--- src/rtl/m72_pkg.sv ---
// rtl/m72_pkg.sv - shared M72 video-path types and constants
// Contents:
//   obj_dma_state_t : object-list DMA states (IDLE, READ, WRITE)
//   OBJ_WORDS       : default sprite attribute list length in 16-bit words
package m72_pkg;

    typedef enum logic [1:0] {
        IDLE  = 2'd0,
        READ  = 2'd1,
        WRITE = 2'd2
    } obj_dma_state_t;

    localparam int OBJ_WORDS = 512;

endpackage

--- src/rtl/obj_dma.sv ---
// rtl/obj_dma.sv - object-list DMA, copies object RAM to the sprite buffer on vblank
// Build option: OBJ_DMA_AUTO_EN (defined: every VBLK rise starts a copy, DMA_ON ignored)
// Ports:
//   CLK_32M, RESET            : system clock, asynchronous active-high reset
//   CE_PIX, VBLK              : pixel enable and vertical blank from the timing generator
//   DMA_ON                    : CPU arm strobe (edge-detected)
//   SRC_RD/ADDR/ACK/DATA      : object RAM read port (data valid with ACK)
//   DST_WE/ADDR/DATA          : object buffer write port
//   BUSY                      : transfer in progress
//   OVR                       : pulse when vblank ends before the copy finishes
import m72_pkg::*;

module obj_dma #(
    parameter int WORDS = OBJ_WORDS,
    parameter int AW    = 9
) (
    input  logic          CLK_32M,
    input  logic          RESET,
    input  logic          CE_PIX,
    input  logic          VBLK,
    input  logic          DMA_ON,
    output logic          SRC_RD,
    output logic [AW-1:0] SRC_ADDR,
    input  logic          SRC_ACK,
    input  logic [15:0]   SRC_DATA,
    output logic          DST_WE,
    output logic [AW-1:0] DST_ADDR,
    output logic [15:0]   DST_DATA,
    output logic          BUSY,
    output logic          OVR
);

    localparam logic [AW-1:0] LAST = AW'(WORDS - 1);

    obj_dma_state_t state, state_d;
    logic [AW-1:0]  cnt, cnt_d;
    logic           vblk_q;
    logic           dma_on_q;
    logic           pending;
    logic           vblk_rise;
    logic           vblk_fall;
    logic           dma_rise;
    logic           start_req;

    assign vblk_rise = VBLK & ~vblk_q & CE_PIX;
    assign vblk_fall = ~VBLK & vblk_q & CE_PIX;
    assign dma_rise  = DMA_ON & ~dma_on_q;

`ifdef OBJ_DMA_AUTO_EN
    assign start_req = vblk_rise;
`else
    // A strobe arriving in the very cycle of the VBLK rise still counts.
    assign start_req = vblk_rise & (pending | dma_rise);
`endif

    always_comb begin
        state_d = state;
        cnt_d   = cnt;
        case (state)
            IDLE: begin
                if (start_req) begin
                    state_d = READ;
                    cnt_d   = '0;
                end
            end
            READ: begin
                if (SRC_ACK) begin
                    state_d = WRITE;
                end
            end
            WRITE: begin
                if (cnt == LAST) begin
                    state_d = IDLE;
                end else begin
                    cnt_d   = cnt + 1'b1;
                    state_d = READ;
                end
            end
            default: state_d = IDLE;
        endcase
    end

    // Outputs are registered from the next-state values so they line up
    // with the state they describe without a combinational path.
    always_ff @(posedge CLK_32M or posedge RESET) begin
        if (RESET) begin
            state    <= IDLE;
            cnt      <= '0;
            vblk_q   <= 1'b1;   // no spurious rise if reset releases inside vblank
            dma_on_q <= 1'b0;
            pending  <= 1'b0;
            SRC_RD   <= 1'b0;
            SRC_ADDR <= '0;
            DST_WE   <= 1'b0;
            DST_ADDR <= '0;
            DST_DATA <= '0;
            BUSY     <= 1'b0;
            OVR      <= 1'b0;
        end else begin
            state    <= state_d;
            cnt      <= cnt_d;
            dma_on_q <= DMA_ON;
            if (CE_PIX) begin
                vblk_q <= VBLK;
            end
            // A start consumes the arm; a re-arm during a copy waits for the next rise.
            if (state == IDLE && start_req) begin
                pending <= 1'b0;
            end else if (dma_rise) begin
                pending <= 1'b1;
            end
            SRC_RD   <= (state_d == READ);
            SRC_ADDR <= cnt_d;
            DST_WE   <= (state_d == WRITE);
            DST_ADDR <= cnt_d;
            if (state == READ && SRC_ACK) begin
                DST_DATA <= SRC_DATA;
            end
            BUSY     <= (state_d != IDLE);
            OVR      <= vblk_fall & (state != IDLE);
        end
    end

endmodule

--- config.mk ---
export PLATFORM = sky130hd
export DESIGN_NAME = obj_dma
export DESIGN_NICKNAME = d
export VERILOG_FILES = /design/src/rtl/m72_pkg.sv /design/src/rtl/obj_dma.sv
export SDC_FILE = /design/constraint.sdc
export NUM_CORES = 1
export LEC_CHECK = 0
export CORE_ASPECT_RATIO = 0.8
export CORE_MARGIN = 2
export CORE_UTILIZATION = 46
export DETAILED_ROUTE_END_ITERATION = 10
export GPL_ROUTABILITY_DRIVEN = 0
export PLACE_DENSITY_LB_ADDON = 0.05
export SYNTH_ARGS = -nofsm -noshare
export SYNTH_HDL_FRONTEND = slang
export SYNTH_SLANG_ARGS = --single-unit
--- constraint.sdc ---
create_clock -name CLK_32M -period 6.55 [get_ports CLK_32M]
set_clock_uncertainty 0.05 [all_clocks]
set_input_delay 1.31 -clock CLK_32M [delete_from_list [all_inputs] [get_ports CLK_32M]]
set_output_delay 1.31 -clock CLK_32M [all_outputs]
set_load 0.01 [all_outputs]
### Yosys cells after proc, flatten, opt, wreduce, memory -nomap -nowiden

Cells that the tools add are included.

| word-level totals | value |
|---|---|
| input port bits | 22 |
| logic and storage cells | 46 |
| register bits after elaboration | 34 |

| operators by class | value |
|---|---|
| eq/ne operators | 7 |
| add/subtract/negate cells | 1 |
| multiplexer cells | 9 |
| bitwise operators | 11 |
| reduce and logical (&&, ||, !) cells | 8 |

Operator list:

| operator | number |
|---|---|
| two-way mux 9 bit | 2 |
| case mux 9 bit (2 select lines) | 1 |
| adder 9 x 1 -> 9 bit (second input constant) | 1 |
| equality test 9 bit (second input constant) | 1 |
| nonzero test 2 bit | 4 |
| bitwise AND 1 bit | 7 |
| case mux 2 bit (3 select lines) | 1 |
| equality test 2 x 1 -> 1 bit (second input constant) | 2 |
| equality test 2 bit (second input constant) | 2 |
| two-way mux 2 bit | 2 |
| inequality test 2 bit (second input constant) | 2 |
| two-way mux 1 bit | 3 |
| NOT 1 bit | 3 |
| AND reduction 3 bit | 1 |
| logical AND 1 bit | 2 |
| logical NOT 2 bit | 1 |
| bitwise OR 1 bit | 1 |

### Longest topological paths before layout

Gate-level depths: netlist of the first run.

| depth | value |
|---|---|
| depth in word-level cells | 7 |
| mapped depth | 10 |

### Worst setup path before layout of the first run

Ideal clock, no wire load.

| path | value |
|---|---|
| kind | in2reg |
| start point | in SRC_ACK |
| end point | reg DST_DATA[0] |
| setup slack | 4210 ps |
| setup time | 125 ps |
| buffers on the path | 2 |
| stages | 4 |
| data arrival time | 2165 ps |
| required time | 6375 ps |
| cell sequence | and3b_1 > buf_2 > buf_2 > mux2_2 |

| between the ends | value |
|---|---|
| cells in the longest elaborated chain, start to end | 1 |

RTL lines:

| element | line | text |
|---|---|---|
| start: declaration | obj_dma.sv:24 | `input logic SRC_ACK,` |
| logical AND 1 bit | obj_dma.sv:116 | `if (state == READ && SRC_ACK) begin` |
| end signal: assignment | obj_dma.sv:96 | `DST_DATA <= '0;` |
| end signal: assignment | obj_dma.sv:117 | `DST_DATA <= SRC_DATA;` |
| end: declaration | obj_dma.sv:28 | `output logic [15:0] DST_DATA,` |

No other way between the ends.
A chain may end at the register's enable or synchronous reset.

### Worst setup path after layout of the first run

| path | value |
|---|---|
| start point | in SRC_ACK |
| end point | reg DST_DATA[4] |

Same word-level chain as after synthesis.

==> results of run 1 <==
-- through the flow --
stage | utilization, % | power (mW) | worst slack (ns) | cells | hold WS (ns)
2_1_floorplan | - | 0.569 | 4.21 | 125 | 0.414
3_3_place_gp | 66.2 | 0.772 | 3.55 | 213 | 0.422
3_5_place_dp | 66.2 | 0.785 | 3.48 | 213 | 0.428
6_report | 69.1 | 0.930 | 3.81 | 221 | 0.434
4_1_cts | 69.1 | 0.943 | 3.79 | 221 | 0.438
5_1_grt | 69.1 | 0.996 | 3.70 | 221 | 0.468
-- worst max-delay path, stage by stage --
cell,delay (ns)
clkdlybuf4s50_1,0.51
and3b_1,0.63
mux2_2,0.41
-- power breakdown --
part	switching, mW	total [mW]	internal, mW
Sequential	0.0703	0.369	0.298
Combinational	0.151	0.407	0.256
Clock	0.0701	0.155	0.0847
Total	0.291	0.930	0.639
-- cell families after synthesis --
group,Yosys count,synth area share (%)
and+or+nand+nor,34,11.9
DFF,34,57.7
AOI/OAI and AO/OA,21,8.98
buffers and inverters,17,6.86
muxes,17,12.9
adders and majority gates,2,1.69
-- worst min path at each step --
stage	slack (ns)	to	from	cells past startpoint
after floorplan	0.41	OVR	vblk_q	2
after global placement	0.42	OVR	vblk_q	2
after detailed placement	0.43	OVR	vblk_q	2
after CTS	0.44	OVR	vblk_q	2
after global routing	0.47	OVR	vblk_q	2
final	0.43	OVR	vblk_q	2
-- placed cells by master, fill, tap and decap left out --
master / count
or3b_1: 1
dfstp_2: 1
clkdlybuf4s50_1: 59
or4_1: 2
dfrtp_1: 33
ha_1: 2
nor3b_1: 1
inv_1: 5
clkinv_2: 1
a41oi_1: 1
buf_4: 1
o211ai_1: 5
clkbuf_8: 6
or2_2: 1
nand2_1: 14
a21oi_1: 1
mux2_2: 16
nand3_1: 2
nor2b_1: 2
nor4_1: 1
o21a_1: 3
o21ai_0: 8
nand4_1: 2
nor3_1: 3
clkbuf_1: 1
nor2_1: 3
mux2i_1: 1
a31oi_1: 3
and3b_1: 2
-- layout make-up --
type / instances / area share (%)
clock inverter: 1 / 0.235
tap: 40 / 2.35
clock buffer: 7 / 4.05
multi-input combinational: 74 / 24.5
timing repair buffer: 60 / 28.0
sequential: 34 / 39.9
inverter: 5 / 0.880
-- routing by layer --
metal	global-route usage, %	up-vias	part of all wire (%)
met4	7.14	0	1.6
met2	30.0	38	47
met5	0	-	0
li1	-	541	-
met3	6.17	7	6.4
met1	21.5	521	45
==> flow_summary.ini, run 1 <==
[final_layout]
num-fill-cells = 206
multiInputGateArea_sq_um = 523
seq_area_sq_um = 852
area_growth_pct = 44.5
drive_gt1_share_pct = 14.4
fin_nets = 204
stdcell_area_sq_um = 2130
top_regs = DST_DATA (16), cnt (9), state (2)
largest-register = DST_DATA
n_antenna_cell = 0
largest_reg_flops = 16

[run_status]
outcome = complete, no violations

[sta]
rsz0062_at_grt = no
hold_viol = 0
worstMarginPinSlew_ns = 0.695
drv_slew = 0
slew_headroom_pct = 53.6
fmax_mhz = 365
finalSetupTns_ns = 0
finalSetupViolCount = 0
fin_crit_sh_pct = 41.8
post-route-min-period_ns = 2.74

[synthesis]
ys_top_cells_by_count = dfrtp_1 (33), mux2_2 (16), nand2_1 (14)
ys_ff_latch = 34
synth.avg_cell_area_sq_um = 11.8
synth_nets = 149
synthCells = 125
synthTopCellsByArea = dfrtp_1 (56%), mux2_2 (12%), buf_4 (4.6%), nand2_1 (3.6%), o21ai_0 (2.7%)
synth.most_common_cell = dfrtp_1
async_flop_share_pct = 100
yosys_warnings = 0
synthFlopType = dfrtp_1
synth_top_area_cell = dfrtp_1
synth_cell_types = 26
synth-edff-count = 0
synth_top_area_share_pct = 55.9
synth_area_sq_um = 1480
seq_area_frac_synth_pct = 57.7

[power_and_ir_drop]
power_density_nw_per_um2 = 436
power.leakage_nw = 0.872
irDropWorstVdd_v = 0.000240

[grt]
grt_pass1_wl_um = 4660
grt_pass1_vias = 1072
antenna_found_initial = 0
grt-ovfl-total = 0
grt_use_total_pct = 17.9
grt_max_degree = 35

[cts]
cts_tree = yes
cts_max_path_buffers = 2
ctsResizeCount = 0
cts-root-buf = clkbuf_8
clock-sinks = 34
cts_setup_buffers = 0
postCtsHoldBufs = 0
cts_max_level = 2
worstSkewPairLatency_ns = 0.28
cts.clk_slew.worst_paths_ns = 0.06
cts_made_buffers = 5

[critical_path]
reg2reg_to = state[0]
r2r_start = cnt[0]
crit_start = SRC_ACK
worstSetupEndpointType = flop
start_kind = input port
setup.worst_path.class = input port to flop
cp-endpoint = DST_DATA[4]
path_max_fanout = 17
rr_worst_depth = 8
worstPathRequired_ns = 6.67
cp.arrival_ns = 2.86
rrSetupSlack_ns = 3.98

[placement]
place_area_sq_um = 2040
place_hpwl_um = 2140
port_buffers = 59

[route]
first_pass_iters = 4
vias = 1107
wl_per_cell_um = 13.2
routed_via_density = 5.01
final_antenna_net_count = 0
drtIter0Drc = 55
drc = 0
routed_wl_um = 2920

[die]
die-area_sq_um = 3680
initial_utilization_pct = 47.9
die_h_um = 54.7
die_x_um = 67.3
row_count = 18
io_pins = 60
core-area_sq_um = 3090

[job]
cap_violations = 0

[hold_path]
min_path_type = flop to flop
Power figures use the tool's default switching activity.
==> inputs of run 2 (changes only) <==
--- a/config.mk
+++ b/config.mk
@@ -7,7 +7,7 @@
 export LEC_CHECK = 0
 export CORE_ASPECT_RATIO = 0.8
 export CORE_MARGIN = 2
-export CORE_UTILIZATION = 46
+export CORE_UTILIZATION = 42
 export DETAILED_ROUTE_END_ITERATION = 10
 export GPL_ROUTABILITY_DRIVEN = 0
 export PLACE_DENSITY_LB_ADDON = 0.05
==> constraint.sdc (replaced) <==
create_clock -name CLK_32M -period 2.9 [get_ports CLK_32M]
set_clock_uncertainty 0.05 [all_clocks]
set_input_delay 0.58 -clock CLK_32M [delete_from_list [all_inputs] [get_ports CLK_32M]]
set_output_delay 0.58 -clock CLK_32M [all_outputs]
set_load 0.01 [all_outputs]
==> run 2 against run 1 <==
Effect of this change: sequential power rose by 130%; register-to-register slack worse by 3.6 ns; critical path depth increased by 5; non-clock buffer count up 1; critical path type is now flop to flop; design area is 0.47% higher; clock power grew 120%; routed wire length up 2.1%; first-iteration DRC count down 51%; global-route usage fell by 1.6 points; worst hold slack improved by 0.015 ns; worst setup slack worse by 3.4 ns.
==> flow_summary.ini, run 2 (synthesized netlist as in run 1, its figures left out) <==
[critical_path]
path_max_fanout = 12
worstPathRequired_ns = 3.02
critPathMostFrequentCell = ha_1
setup.worst_path.class = flop to flop
path_depth = 8
r2r_start = cnt[0]
reg2reg_to = state[0]
cp.arrival_ns = 2.59
rrSetupSlack_ns = 0.43
rr_worst_depth = 8
critPathTopFamily = simple AND/OR/NAND/NOR gates
worstSetupEndpointType = flop
cpPeakStageDelay_ns = 0.43
start_kind = flop
crit_path_top_delay_cell = dfrtp_1
crit_chain = ha_1 -> nand3_1 -> or2_2 -> nor2_1 -> ha_1 -> or3b_1 -> o21ai_0 -> o21a_1
worst-path-buf-inv = 0

[power_and_ir_drop]
irDropWorstVdd_v = 0.000500
power.leakage_nw = 0.877
fin_total_pwr_mw = 2.11
power_density_nw_per_um2 = 982

[cts]
cts.clk_slew.worst_paths_ns = 0.06
cts_setup_buffers = 0
cts_made_buffers = 5
clock-sinks = 34
cts-root-buf = clkbuf_8
worstSkewPairLatency_ns = 0.27
cts_tree = yes
ctsResizeCount = 0
postCtsHoldBufs = 0
cts_max_path_buffers = 2
cts_max_level = 2

[final_layout]
fin_nets = 205
final_common_cell = clkdlybuf4s50_1
finish.utilization_pct = 63.0
area_growth_pct = 45.2
final_cell_mix = clkdlybuf4s50_1 (59), dfrtp_1 (33), mux2_2 (16), nand2_1 (14), o21ai_0 (8)
instances_no_fill = 224
stdcell_area_sq_um = 2140
top_regs = DST_DATA (16), cnt (9), state (2)
drive_gt1_share_pct = 14.8
n_antenna_cell = 0
largest_reg_flops = 16
largest-register = DST_DATA

[sta]
worstMarginPinSlew_ns = 0.640
hold_viol = 0
fin_crit_sh_pct = 85.2
layout_setup_ws_ns = 0.429
rsz0062_at_grt = no
post-route-min-period_ns = 2.47
slew_headroom_pct = 56.9
finalSetupViolCount = 0
hold_slack_ns = 0.449
fmax_mhz = 405
finalSetupTns_ns = 0
drv_slew = 0

[grt]
antenna_found_initial = 0
grt_pass1_vias = 1105
grt_use_total_pct = 16.4
grt-ovfl-total = 0
grt_max_degree = 35
grt_pass1_wl_um = 5150

[route]
final_antenna_net_count = 0
drtIter0Drc = 27
first_pass_iters = 4
routed_wl_um = 2980
wl_per_cell_um = 13.3
routed_via_density = 5.04
vias = 1130
drc = 0

[hold_path]
hold_path_end = OVR
holdPathStages = 2
min_from = vblk_q
min_path_type = flop to flop

[placement]
port_buffers = 59
place_area_sq_um = 2050
place_hpwl_um = 2140
placed_cells = 216
place_ws_ns = 0.445

[die]
die_h_um = 57.0
die-area_sq_um = 4010
row_count = 19
die_x_um = 70.3
core-area_sq_um = 3400
initial_utilization_pct = 43.4
io_pins = 60

[run_status]
outcome = complete, no violations

[job]
cap_violations = 0
==> run 2: changes by cell type in the layout (fill, tap and decap cells not counted), sizes merged <==
| cell | delta |
|---|---|
| buf | +1 |
==> run 2: worst reg2reg max path, cell delays in order (launching register included) <==
cell and delay (ns):
dfrtp_1 0.43, ha_1 0.20, nand3_1 0.12, or2_2 0.33, nor2_1 0.12, ha_1 0.17
or3b_1 0.33, o21ai_0 0.34, o21a_1 0.28
==> run 2: power by group <==
part	internal (mW)	leakage [nW]	total, mW	switching, mW
registers	0.674	0.423	0.833	0.159
clock network	0.191	0.0482	0.345	0.154
logic	0.582	0.406	0.926	0.345
total	1.45	0.877	2.11	0.658
==> run 2: area by class of cell <==
class,count,area (sq um)
Clock buffer,7,86.3
Clock inverter,1,5.00
Fill cell,276,1260
Inverter,5,18.8
Multi-Input combinational cell,74,523
Sequential cell,34,852
Tap cell,42,52.6
Timing Repair Buffer,61,606
==> run 2: per-layer routing <==
metal  global-route usage [%]  vias to the layer above  routed length, um
li1                         -                      546                  -
met1                     21.8                      531               1390
met2                     25.5                       48               1340
met3                     5.30                        5                211
met4                     5.77                        0                 31
met5                        0                        -                  0
==> run 2: worst max path at each step <==
stage | start | end | slack, ns
after floorplan | cnt[0] | cnt[7] | 0.69
after global placement | cnt[0] | cnt[7] | 0.52
after detailed placement | cnt[0] | cnt[5] | 0.45
after CTS | cnt[0] | cnt[7] | 0.43
after global routing | cnt[0] | SRC_RD | 0.22
final | cnt[0] | state[0] | 0.43
==> RTL change 1 (flow settings as in run 2) <==
Re-encode `obj_dma_state_t` (3 states) as one-hot, 3 bits wide.
--- a/src/rtl/m72_pkg.sv
+++ b/src/rtl/m72_pkg.sv
@@ -6,6 +6,6 @@
 
-    typedef enum logic [1:0] {
-        IDLE  = 2'd0,
-        READ  = 2'd1,
-        WRITE = 2'd2
+    typedef enum logic [2:0] {
+        IDLE  = 3'b001,
+        READ  = 3'b010,
+        WRITE = 3'b100
     } obj_dma_state_t;
Check against the original RTL: no difference found for any inputs over 10 cycles, from zero or initial values and one cycle with RESET high; not proved beyond that.
==> RTL change 1 against run 2 <==
  * Via count about the same
  * Non-clock buffer count rose by 1
  * Worst setup slack got worse by 0.10 ns
  * Sequential cell count grew 1
  * Synthesized area rose by 5.7%
  * Final area rose by 3.9%
  * Global-route usage is 0.26 points lower
  * Routed wire length up 4.2%
Power is not compared: it rests on default switching activity, and its combinational part moved more than twofold at a synthesized area within 25%.
==> RTL change 1: results (changes against run 2) <==
metric;value;unit;change
Final #Nets;206;;was 205
GR Util All Layers;16.12;%;was 16.38%
vias per inst;5.027;;was 5.045
initial DRC count;45;;was 27
Max Cap Viol;0;;unchanged
syn avg cell area;12.29;um2;was 11.81 um2
outcome;completed;;unchanged
Inst Count DP;217;;was 216
post-DP HPWL;2.248;mm;was 2.142 mm
synth unique cells;34;;was 26
r2r endpoint;cnt[2];;was state[0]
M2 GR Usage;27.92;%;was 25.47%
via count;1131;;was 1,130
WP data arrival;2.72;ns;was 2.59 ns
Placed Instance Area;2136;um2;was 2052 um2
DRT met1 WL;1.315;mm;was 1.394 mm
Max Used Layer;met4;;unchanged
Max Freq;388.3;MHz;was 404.7 MHz
GRT met1 Usage;18.35;%;was 21.79%
biggest registers after layout;DST_DATA: 16 flops, cnt: 9 flops, state: 3 flops;;was DST_DATA: 16 flops, cnt: 9 flops, state: 2 flops
number of global-route vias before repair;1169;;was 1,105
Async S/R FF share, synth;100.0;%;unchanged
most frequent cells after synthesis;33 x dfrtp_1, 17 x mux2_2, 9 x buf_4, 8 x inv_1, 6 x a21oi_1;;was 33 x dfrtp_1, 16 x mux2_2, 14 x nand2_1, 9 x buf_4, 8 x o21ai_0
cell area after layout;2227;um2;was 2143 um2
CP peak stage delay;0.59;ns;was 0.43 ns
Synthesized Nets;151;;was 149
Hold Crit Depth;1;;was 2
worst-case hold slack;0.4584;ns;was 0.4492 ns
M3 GR Usage;7.705;%;was 5.300%
Synth area leaders;dfrtp_1 53%, mux2_2 12%, buf_4 4.3%;;was dfrtp_1 56%, mux2_2 12%, buf_4 4.6%
HP Start;DST_DATA[5];;was vblk_q
Worst-Margin Slew;0.4402;ns;was 0.6399 ns
Fillers;280;;was 276
register area share after synthesis;56.30;%;was 57.71%
Slowest-stage cell, CP;or4b_1;;was dfrtp_1
layout cell share with drive strength beyond 1;20.22;%;was 14.84%
first-pass GRT wire length;5.154;mm;unchanged
largest net degree at the start of global routing;29;;was 35
drt total wl;3.102;mm;was 2.977 mm
worst-case hold path end point;DST_DATA[5];;was OVR
met2 WL;1.519;mm;was 1.340 mm
worst reg2reg setup slack;0.32;ns;was 0.43 ns
Detail Route met3 WL;256;um;was 211 um
[RTL change 1: cells by family (layout without fill, tap and decap cells)]
logic type | after synthesis | after routing | synth area share [%]
AOI/OAI and AO/OA | 22 | 22 | 9.302
muxes | 17 | 17 | 12.27
DFF | 35 | 35 | 56.29
buffers and inverters | 22 | 78 | 7.698
and+or+nand+nor | 29 | 29 | 12.83
adders and majority gates | 2 | 2 | 1.604
[RTL change 1: report_power, final]
group	switching [mW]	leakage [nW]	internal, mW
Clock	0.168	0.0482	0.192
Combinational	0.0816	0.454	0.148
Sequential	0.0319	0.468	0.541
Total	0.281	0.970	0.880
[RTL change 1: area by class of cell]
class | instances | area share [%]
Timing Repair Buffer | 62 | 27.53
Inverter | 8 | 1.348
Tap cell | 42 | 2.360
Clock inverter | 1 | 0.2247
Multi-Input combinational cell | 70 | 25.22
Sequential cell | 35 | 39.44
Clock buffer | 7 | 3.876
==> RTL change 2 (flow settings as in run 2) <==
Made on the original files. The parameter `AW` goes from 9 to 10.
--- a/src/rtl/obj_dma.sv
+++ b/src/rtl/obj_dma.sv
@@ -14,3 +14,3 @@
     parameter int WORDS = OBJ_WORDS,
-    parameter int AW    = 9
+    parameter int AW    = 10
 ) (
Interface: changed (resized DST_ADDR and SRC_ADDR); port bits go from 60 to 62. No check against the original RTL was run, so the function may have changed too.
==> RTL change 2 against run 2 <==
  * Sequential cell count up 1
  * Power down 7.4%
  * Routed wire length increased by 12%
  * Final area increased by 5.9%
  * First-iteration DRC count rose to 2.6 times the old value
  * Worst setup slack improved by 0.40 ns
  * Synthesized area grew 11%
  * Critical path type unchanged
  * Largest power group unchanged
  * Highest routed layer unchanged
==> RTL change 2: results (changes against run 2) <==
metric;value;unit;change
core box area;3779;um2;was 3400 um2
WP data arrival;2.24;ns;was 2.59 ns
part of the power in registers;41.2;%;was 39.6%
Synthesized Nets;188;;was 149
multi-input combinational gate total;108;;was 74
most frequent cells after synthesis;54 x nand2_1, 34 x dfrtp_1, 10 x buf_4, 8 x nand3_1;;was 33 x dfrtp_1, 16 x mux2_2, 14 x nand2_1, 9 x buf_4, 8 x o21ai_0
first-pass GRT wire length;5.340;mm;was 5.154 mm
Place WS;0.5739;ns;was 0.4451 ns
Synth Area in Compound Gates;9.946;%;was 8.983%
insertion delay to the later sink of the worst-skew pair;0.28;ns;
Final #Nets;240;;was 205
Clk pwr share;17.0;%;was 16.4%
worst-path maximum fanout;8;;was 12
number of global-route vias before repair;1147;;was 1,105
outcome;completed;;unchanged
HP Start;DST_DATA[13];;was vblk_q
I/O Buffers;61;;was 59
largest net degree at the start of global routing;36;;was 35
multi-input logic area;605.6;um2;was 523.0 um2
Sw Share;34.01;%;was 31.26%
vias per inst;4.733;;was 5.045
Signal buf overhead;27.23;%;was 28.25%
Placed Instance Area;2188;um2;was 2052 um2
R2R Path Start;cnt[0];;unchanged
Comb group;815;uW;was 926 uW
GR Util All Layers;16.41;%;was 16.38%
Pleak;1.065;nW;was 0.8773 nW
CTS Sinks;35;;was 34
Area Growth Syn to Fin;38.79;%;was 45.17%
synth unique cells;45;;was 26
drt total wl;3.320;mm;was 2.977 mm
Post-Synth Adder-Cell Area;0.7651;%;was 1.695%
Finished Layout Cells;273;;was 224
Max VDD drop;0.3652;mV;was 0.5002 mV
Synth Area in XOR/XNOR;1.071;%;was 0%
biggest registers after layout;DST_DATA: 16 flops, cnt: 10 flops, state: 2 flops;;was DST_DATA: 16 flops, cnt: 9 flops, state: 2 flops
Fillers;312;;was 276
Register Area;877.1;um2;was 852.1 um2
Worst-Margin Slew;0.6127;ns;was 0.6399 ns
fraction of synthesized area in multiplexers;0.6121;%;was 12.88%
clk cell area share;3.583;%;was 4.262%
number of non-clock buffers;62;;was 61
CP peak stage delay;0.45;ns;was 0.43 ns
RTL change 2: cell types whose count changed after synthesis, moves of 4 or more:
cell	delta
o21ai_0	-7
buf_6	+4
nand2_1	+40
o211ai_1	-5
mux2_2	-16
nand3_1	+6
RTL change 2: path summary, 6_finish.rpt:
| check | end | slack (ns) | cells after the start |
|---|---|---|---|
| setup / recovery | cnt[3] | 0.83 | 5 |
| hold / removal | DST_DATA[13] | 0.43 | 2 |
| setup reg to reg | cnt[3] | 0.83 | 5 |
| hold reg to reg | DST_DATA[13] | 0.43 | 2 |
| max in group asynchronous | vblk_q | 1.82 | 3 |
| min in group asynchronous | DST_DATA[9] | 0.65 | 3 |
RTL change 2: per-layer routing:
metal	track usage, %	wire length [um]	vias up
met2	22.83	1426	53
met1	22.93	1610	588
li1	-	-	647
met4	8.052	29	0
met5	0	0	-
met3	5.396	253	4
